## config.mk

```make
export PLATFORM = sky130hd
export DESIGN_NAME = panda_div_gen
export DESIGN_NICKNAME = d
export VERILOG_FILES = /design/src/rtl/panda_div_pkg.sv /design/src/rtl/panda_edge_det.sv /design/src/rtl/panda_div_gen.sv
export SDC_FILE = /design/constraint.sdc
export NUM_CORES = 1
export LEC_CHECK = 0
export CORE_MARGIN = 1.5
export CORE_UTILIZATION = 50
export CTS_BUF_LIST = sky130_fd_sc_hd__clkbuf_4 sky130_fd_sc_hd__clkbuf_8
export DETAILED_ROUTE_END_ITERATION = 7
export PLACE_DENSITY = 0.79
export SLEW_MARGIN = 20
export SYNTH_ARGS = -nofsm -noshare
export SYNTH_HDL_FRONTEND = slang
export SYNTH_SLANG_ARGS = --single-unit
```

## constraint.sdc

```tcl
create_clock -name clk_i -period 5.8 [get_ports clk_i]
set_clock_uncertainty 0.05 [all_clocks]
set_input_delay 0.87 -clock clk_i [delete_from_list [all_inputs] [get_ports clk_i]]
set_output_delay 0.87 -clock clk_i [all_outputs]
set_load 0.01 [all_outputs]
```

## src/rtl/panda_div_pkg.sv

```systemverilog
// panda_div_pkg: shared definitions for the panda soft-block pulse dividers.
//   edge_mode_t : 2-bit edge qualification selector (rising, falling, both;
//                 code 3 is an alias for rising).
package panda_div_pkg;

    typedef enum logic [1:0] {
        EDGE_RISE     = 2'd0,
        EDGE_FALL     = 2'd1,
        EDGE_BOTH     = 2'd2,
        EDGE_RISE_ALT = 2'd3
    } edge_mode_t;

endpackage

```

## src/rtl/panda_edge_det.sv

```systemverilog
// panda_edge_det: registers a copy of a bit-bus input and flags the
// transitions selected by edge_mode. It can be reused by other soft blocks.
//   clk       in   system clock
//   rst       in   asynchronous active-high reset
//   inp       in   input bit being watched
//   edge_mode in   2-bit edge selection (see panda_div_pkg::edge_mode_t)
//   edge_hit  out  combinational: a qualifying transition is present this cycle
module panda_edge_det
    import panda_div_pkg::*;
(
    input  logic       clk,
    input  logic       rst,
    input  logic       inp,
    input  logic [1:0] edge_mode,
    output logic       edge_hit
);

    logic inp_d;
    logic rise;
    logic fall;

    // The copy follows inp every cycle, including while the owner ignores
    // edges, so re-enabling never produces a spurious edge.
    always_ff @(posedge clk or posedge rst) begin
        if (rst) begin
            inp_d <= 1'b0;
        end else begin
            inp_d <= inp;
        end
    end

    always_comb begin
        rise     = inp & ~inp_d;
        fall     = ~inp & inp_d;
        edge_hit = rise;
        case (edge_mode_t'(edge_mode))
            EDGE_FALL: edge_hit = fall;
            EDGE_BOTH: edge_hit = rise | fall;
            default:   edge_hit = rise;
        endcase
    end

endmodule

```

## src/rtl/panda_div_gen.sv

```systemverilog
// panda_div_gen: pulse divider. Every DIVISOR-th qualifying edge of inp_i
// produces a one-cycle pulse on outd_o; all other qualifying edges pulse outn_o.
//   clk_i       in   system clock
//   reset_i     in   asynchronous active-high reset
//   inp_i       in   pulse input from the bit bus
//   ena_i       in   enable; edges are ignored while low
//   rst_i       in   synchronous counter reset from the bit bus
//   DIVISOR     in   divide ratio (0 behaves as 1)
//   FIRST_PULSE in   0: first edge goes to outn_o, 1: first edge goes to outd_o
//   EDGE_MODE   in   0 rising, 1 falling, 2 both, 3 rising
//   FORCE_RST   in   one-cycle register strobe, same effect as rst_i
//   outd_o      out  divided pulse
//   outn_o      out  non-divided pulse
//   COUNT       out  current counter value
module panda_div_gen
    import panda_div_pkg::*;
#(
    parameter int unsigned COUNT_WIDTH = 32
) (
    input  logic                   clk_i,
    input  logic                   reset_i,
    input  logic                   inp_i,
    input  logic                   ena_i,
    input  logic                   rst_i,
    input  logic [COUNT_WIDTH-1:0] DIVISOR,
    input  logic                   FIRST_PULSE,
    input  logic [1:0]             EDGE_MODE,
    input  logic                   FORCE_RST,
    output logic                   outd_o,
    output logic                   outn_o,
    output logic [COUNT_WIDTH-1:0] COUNT
);

    logic                   edge_hit;
    logic                   reload;
    logic                   reload_pend;
    logic [COUNT_WIDTH-1:0] div_q;
    logic                   first_q;
    logic [1:0]             mode_q;

    logic [COUNT_WIDTH-1:0] div_eff;
    logic [COUNT_WIDTH-1:0] div_last;
    logic [COUNT_WIDTH-1:0] init_val;

    logic [COUNT_WIDTH-1:0] count_nxt;
    logic                   outd_nxt;
    logic                   outn_nxt;
    logic                   pend_nxt;

    panda_edge_det u_edge_det (
        .clk       (clk_i),
        .rst       (reset_i),
        .inp       (inp_i),
        .edge_mode (EDGE_MODE),
        .edge_hit  (edge_hit)
    );

    always_comb begin
        div_eff  = (DIVISOR == '0) ? COUNT_WIDTH'(1) : DIVISOR;
        // div_eff is at least 1, so this never underflows.
        div_last = div_eff - COUNT_WIDTH'(1);
        init_val = FIRST_PULSE ? div_last : '0;

        // Any register change restarts the count from INIT, so software
        // never has to pair a configuration write with FORCE_RST.
        reload = rst_i | FORCE_RST | reload_pend
               | (DIVISOR != div_q)
               | (FIRST_PULSE != first_q)
               | (EDGE_MODE != mode_q);

        count_nxt = COUNT;
        outd_nxt  = 1'b0;
        outn_nxt  = 1'b0;
        pend_nxt  = reload_pend;

        if (reload) begin
            // An edge coincident with a reload is dropped.
            count_nxt = init_val;
            pend_nxt  = 1'b0;
        end else if (edge_hit && ena_i) begin
            // >= rather than == so a shrunken divisor cannot let COUNT run
            // past the new terminal value.
            if (COUNT >= div_last) begin
                count_nxt = '0;
                outd_nxt  = 1'b1;
            end else begin
                count_nxt = COUNT + COUNT_WIDTH'(1);
                outn_nxt  = 1'b1;
            end
        end
    end

    always_ff @(posedge clk_i or posedge reset_i) begin
        if (reset_i) begin
            COUNT       <= '0;
            outd_o      <= 1'b0;
            outn_o      <= 1'b0;
            reload_pend <= 1'b1;
            div_q       <= '0;
            first_q     <= 1'b0;
            mode_q      <= 2'd0;
        end else begin
            COUNT       <= count_nxt;
            outd_o      <= outd_nxt;
            outn_o      <= outn_nxt;
            reload_pend <= pend_nxt;
            div_q       <= DIVISOR;
            first_q     <= FIRST_PULSE;
            mode_q      <= EDGE_MODE;
        end
    end

endmodule

```

=== Word-level counts from Yosys, hierarchy flattened ===
Cells that the tools add are included.

* Output and inout port bits: 34
* Register bits after elaboration: 71
* Word-level logic and storage cells: 41
* Input bits: 41

* Reductions and logical operators: 3
* Muxes and demuxes: 12
* $lt $le $gt $ge: 1
* $add $sub $neg: 2
* Eq/ne operators: 5
* Bitwise operators: 10

{| class="wikitable"
|+ Operators with widths
! operator !! number
|-
| $mux 32 || 5
|-
| $add 32x1->32 const B || 1
|-
| $ge 32x32->1 || 1
|-
| $logic_not 32->1 || 1
|-
| $ne 32x32->1 || 1
|-
| $sub 32x1->32 const B || 1
|-
| $mux 1 || 6
|-
| $or 1x1->1 || 6
|-
| $and 1x1->1 || 2
|-
| $eq 2x1->1 const B || 1
|-
| $eq 2x2->1 const B || 1
|-
| $ne 2x2->1 || 1
|-
| $not 1->1 || 2
|-
| $pmux 1 s2 || 1
|-
| $reduce_bool 2->1 || 1
|-
| $logic_and 1x1->1 || 1
|-
| $ne 1x1->1 || 1
|}

=== Logic depth before layout (Yosys ltp) ===
* Depth after elaboration: 7
* Gate-level depth with buffers: 22
* Depth with buffers taken out: 19

=== Cells and area by module ===
A second synthesis with hierarchy kept.

* Cells, all modules: 522
* Area, all modules: 4843.4 sq um

{| class="wikitable"
|+ Modules (own cells, without submodules)
! module !! instances !! cells each !! area each (sq um) !! seq. area each (sq um)
|-
| panda_div_gen || 1 || 507 || 4723.3 || 1752.9
|-
| panda_edge_det || 1 || 15 || 120.1 || 25.0
|}

=== Worst setup path after synthesis ===
No wires, ideal clock.

* Path type: input -> register
* From: input port DIVISOR[7]
* To: register COUNT[19]
* Buffers on the path: 3
* Required time: 5.663 ns
* Arrival: 4.951 ns
* Stages on the path: 22
* Library setup time: 0.087 ns
* Path slack: 0.713 ns
* Cells stage by stage: buf_2 > nor4_1 > and3_1 > nand4_1 > nor3_1 > nor2_1 > ha_1 > nor3b_1 > nand4_1 > or2_1 > nor4_1 > xnor2_1 > ha_1 > and2_0 > a221o_1 > a221oi_1 > o21ai_1 > nor3_4 > buf_6 > buf_4 > nand3_1 > o211ai_1

* Cells in the longest elaborated chain, start to end: 7
* Elaborated cells on any way between the ends: 13
* Those cells by class: add/sub (1); order compare (1); eq/ne (1); mux (5); bitwise (3); reduce/logical (2)

{| class="wikitable"
|+ Ends and longest elaborated chain
! what !! RTL line !! RTL
|-
| from (decl) || panda_div_gen.sv:25 || <nowiki>input logic [COUNT_WIDTH-1:0] DIVISOR,</nowiki>
|-
| $logic_not 32->1 || panda_div_gen.sv:59 || <nowiki>div_eff = (DIVISOR == '0) ? COUNT_WIDTH'(1) : DIVISOR;</nowiki>
|-
| $mux 32 || panda_div_gen.sv:59 ||
|-
| $sub 32x1->32 || panda_div_gen.sv:61 || <nowiki>div_last = div_eff - COUNT_WIDTH'(1);</nowiki>
|-
| $ge 32x32->1 || panda_div_gen.sv:83 || <nowiki>if (COUNT >= div_last) begin</nowiki>
|-
| $mux 32 || panda_div_gen.sv:83 ||
|-
| $mux 32 || panda_div_gen.sv:80 || <nowiki>end else if (edge_hit && ena_i) begin</nowiki>
|-
| $mux 32 || panda_div_gen.sv:76 || <nowiki>if (reload) begin</nowiki>
|-
| to (signal assigned) || panda_div_gen.sv:103 || <nowiki>COUNT <= count_nxt;</nowiki>
|-
| to (decl) || panda_div_gen.sv:31 || <nowiki>output logic [COUNT_WIDTH-1:0] COUNT</nowiki>
|}

Parallel ways exist; a longest one is shown, timed or not. The select of a mux whose other input is x is not followed.
A chain may end at the register's enable or synchronous reset.

=== Worst setup path after layout ===
* From: input port DIVISOR[23]
* To: register COUNT[25]

Same word-level chain as after synthesis.

==> impl_summary.md <==
Floorplanning
The die area is 0.0106 mm^2. The floorplan step set the die width to 103 um. The number of cell rows is 36. The die height is 103 um. The initial core utilization is 51.3%. The core footprint is 0.00973 mm^2. The I/O pin count is 75.

Logic synthesis
Measured against the total synthesized area, the mux share comes to 0.401%. The number of nets in the synthesized netlist is 612. Summing the areas of all compound-gate instances in the mapped netlist gives 15.5% of the synthesized area. The area fraction in and, or, nand and nor cells after synthesis is 24.8%. The count of cell types in the netlist is 67.

Among all flip-flop cells after synthesis, the most frequent one is dfrtp_1. The main combinational cell family by area after synthesis is simple AND/OR/NAND/NOR gates. In the synthesized netlist the async set-or-reset flop fraction comes to 100%. The number of enable flip-flop cells after synthesis is 0. After synthesis the netlist holds a flip-flop and latch count of 71.

The share of synthesized area in the top cell type comes to 35.1%. Sequential cells were found to cover 35.6% of the synthesized design area. The yosys synthesis warning count is 0. Of the total synthesized cell area, the portion taken by XOR and XNOR cells is 10.9%. Summed over all instances, the cell type with the most area after synthesis is dfrtp_1. Sorting the synthesized cells by area gives the leading types as dfrtp_1, ha_1, xor2_1. After synthesis, the mean cell area works out to 9.37 um^2. In this run the cell area of the synthesized design comes to 0.00499 mm^2. The adder-cell area share of the yosys netlist is 9.52%. Synthesis produced a netlist whose cell count is 533.

Clock network
Buffers inserted to repair hold after CTS numbered 0. TritonCTS built the clock tree. The master cell of the clock root buffer is clkbuf_8.

The clock slew at the register clock pins of the worst setup and hold paths is 80 ps. The longest clock path from root to sink contains 2 buffers. The maximum level of the CTS H-tree is 3. The clock net sink count is 71. The insertion delay to the later sink of the worst-skew pair is 360 ps. Counting the buffers created by CTS gives 9.

Layout
The multi-input combinational cells in the finished layout cover a total of 0.00309 mm^2. 0 antenna diodes ended up in the layout. Measured on the finished design, the core utilization comes to 66.2%. The area growth from synthesis to final layout is 29.1%. The post-route cell area is 0.00644 mm^2. The fraction of final layout cells with drive strength greater than 1 is 13.0%. Fill cells in the final layout number 799.

The footprint of the flip-flops and latches is 0.00178 mm^2. The net count reported at finish is 727.

Min path
The number of instances on the worst hold path is 2. The class of the tightest hold or removal check is reg2reg. In this run the most critical hold path is launched from COUNT[1]. The endpoint of the worst hold path is COUNT[1].

STA
The worst max-slew margin expressed relative to the limit is 27.7%. The highest achievable clock rate is 176 MHz. The number of slew-limit violations in the final report is 0. The number of hold violations in the final report is 0. In the finished design, the share of the clock period the worst path needs comes to 97.9%. The transition time of the tightest slew-check pin is 1080 ps.

Setup violations remaining at the end of the flow were counted as 0. The total negative slack is 0 ps. The worst path in the final design needs a cycle of 5680 ps, including I/O delays and setup.

The final hold slack is 555 ps.

Power
The design draws 1.30 mW. The share of total power dissipated in the clock network is 39.2%. Power spread over the standard cell area amounts to 202 mW/mm^2. VDD sags by at most 0.000145 V. For this design the total switching power over the nets is 0.357 mW. Of the total power, the share spent switching nets is 27.4%. Of the total power, combinational logic draws 18.7%. The part of the total power dissipated in sequential elements is 42.2%.

The cell internal power dissipation is 0.947 mW. Summed over all cells, the static leakage comes to 2.69 nW.

Flow run
The count of maximum capacitance violations is 0.

Worst setup path
Of all nets on the critical path, the largest fanout is 7. The startpoint of the worst setup timing path is DIVISOR[23]. Data on the critical path is required at its endpoint by 6030 ps. The critical path is of the in2reg type. The type of element capturing the critical path is a register. The worst reg-to-reg path cell count is 8. The startpoint identified for the worst register-to-register timing path is mode_q[1].

The worst setup path is launched from an input pin. The worst register-to-register path ends at COUNT[31]. The arrival time of data at the critical path endpoint is 5910 ps. Across all register-to-register paths, the minimum setup slack is 2600 ps.

Detailed routing
Using the TritonRoute via totals, the vias-per-cell ratio works out to 6.09. The total number of vias is 4789. Once detail routing completed, the nets flagged for antenna violations numbered 0. The detailed router finished its first iteration with 269 violations. The total detailed-routing wirelength is 14.5 mm. The detailed-route wire length per cell is 18.5 um. The count of unresolved DRC violations after routing is 0. The first detailed-routing pass ran for 5 iterations.

Global route
The first global-routing pass estimated 22.8 mm of wire. The initial antenna violation count came to 0. The number of global-route vias before repair is 4445. The total congestion overflow is 0. Entering global routing, the biggest net connects 72 pins. The all-layer global routing usage is 28.5%.

Place
Buffers placed on the I/O ports in this run total 74. The detailed placement HPWL is 11.0 mm. The routability-driven placement congestion ratio is 0.939. Once placement finished, the instance area stood at 0.00615 mm^2.

Status
The flow ran to the end, and the final reports show no timing, DRC or antenna violations.
-- power groups by stage --
stage / Sequential (mW) / Clock [mW] / Combinational [mW]
after floorplan: 0.557 / 0 / 0.108
after detailed placement: 0.559 / 0 / 0.238
after global placement: 0.558 / 0 / 0.233
after global routing: 0.554 / 0.537 / 0.265
after CTS: 0.550 / 0.516 / 0.240
final: 0.550 / 0.511 / 0.243
-- final cells by class --
type	count	share of cell area, %
multi-input cells	428	48.0
flip-flops and latches	71	27.6
repair buffers	119	16.8
well taps	133	2.58
clock buffers	11	2.35
clock inverters	5	1.61
inverters	19	1.11
-- through the flow --
| step | setup WS [ps] | std cells |
|---|---|---|
| 2_1_floorplan | 713 | 533 |
| 4_1_cts | 289 | 783 |
| 5_1_grt | -102 | 786 |
| 3_5_place_dp | -67.4 | 767 |
| 6_report | 120 | 786 |
| 3_3_place_gp | 133 | 767 |
-- worst max path at each step --
stage,end,slack [ps],cells after the start
finish,COUNT[25],120,21
global route,COUNT[25],-100,21
CTS,COUNT[14],290,22
detailed placement,COUNT[14],-70,22
global placement,COUNT[25],130,21
floorplan,COUNT[19],710,22
-- cells in the final DEF (no fill, tap or decap), drive strengths merged, types with 6 or more instances in the layout --
master,instances
buf,45
xnor2,21
o22ai,6
clkdlybuf4s50,74
ha,38
o211ai,9
nor3,30
nor4,24
clkbuf,11
and4,9
or3,9
dfrtp,70
and2,8
nor2,35
a22oi,6
inv,19
a21oi,17
nand3,27
and3,6
a21o,9
o31ai,6
nand4,15
a221o,7
xor2,41
nand2,39
o21ai,13
-- what timing repair did --
item                       in CTS  in global routing
buffers inserted                0                  3
gates resized for setup         0                  4
setup endpoints to repair       0                  5
-- cells by family after synthesis --
group                      Yosys count
and+or+nand+nor                    220
AOI/OAI and AO/OA                  105
DFF                                 71
xor gates and xnor gates            62
adders and majority gates           38
buffers and inverters               34
muxes                                2
other                                1
-- cells in the mapped netlist, drive strengths merged, types with 2 or more instances --
master,count
o211ai,9
and3,6
a22o,2
mux2i,2
ha,38
nor2,35
a221oi,2
or4,4
o21ba,2
a221o,7
or3,9
nor3b,2
a311o,2
buf,12
xnor2,21
a22oi,6
xor2,41
a2bb2oi,3
dfrtp,70
nor4,24
a21oi,17
nor2b,2
clkbuf,3
o221ai,5
nand2,39
and2,8
o22ai,6
o21ai,13
o31ai,6
o21a,4
nand3,27
a21o,9
and4,9
or2,4
inv,19
a31oi,3
nand2b,3
a21boi,2
nand4,15
nor3,30
-- routing by layer --
| layer | routed length, um | global-route usage (%) | vias to the layer above |
|---|---|---|---|
| met5 | 0 | 0 | - |
| met4 | 431 | 12.4 | 0 |
| met3 | 1040 | 3.86 | 35 |
| met2 | 6740 | 44.4 | 255 |
| met1 | 6310 | 39.8 | 2269 |
| li1 | - | - | 2230 |
-- sequential cells by signal, summed over array words and instances (netlist names) --
| signal | cells |
|---|---|
| mode_q | 2 |
| u_edge_det.inp_d | 1 |
| reload_pend | 1 |
| div_q | 32 |
| outn_o | 1 |
| COUNT | 32 |
| outd_o | 1 |
| first_q | 1 |
-- worst max-delay path: stages --
cell and delay, ps:
clkdlybuf4s50_1 420, or4_4 590, nor4_4 430, nand4_1 190, nor3_1 170, nor2_1 80, ha_1 200, nor3b_1 160
nand4_1 150, or2_1 160, nor4_1 60, xnor2_1 210, ha_1 270, and2_0 150, a221o_1 310, a221oi_1 410
o21ai_2 160, buf_4 190, nor4_1 340, o21ba_1 220, o221ai_2 150
Note: power is estimated with default switching activity, not from simulation.
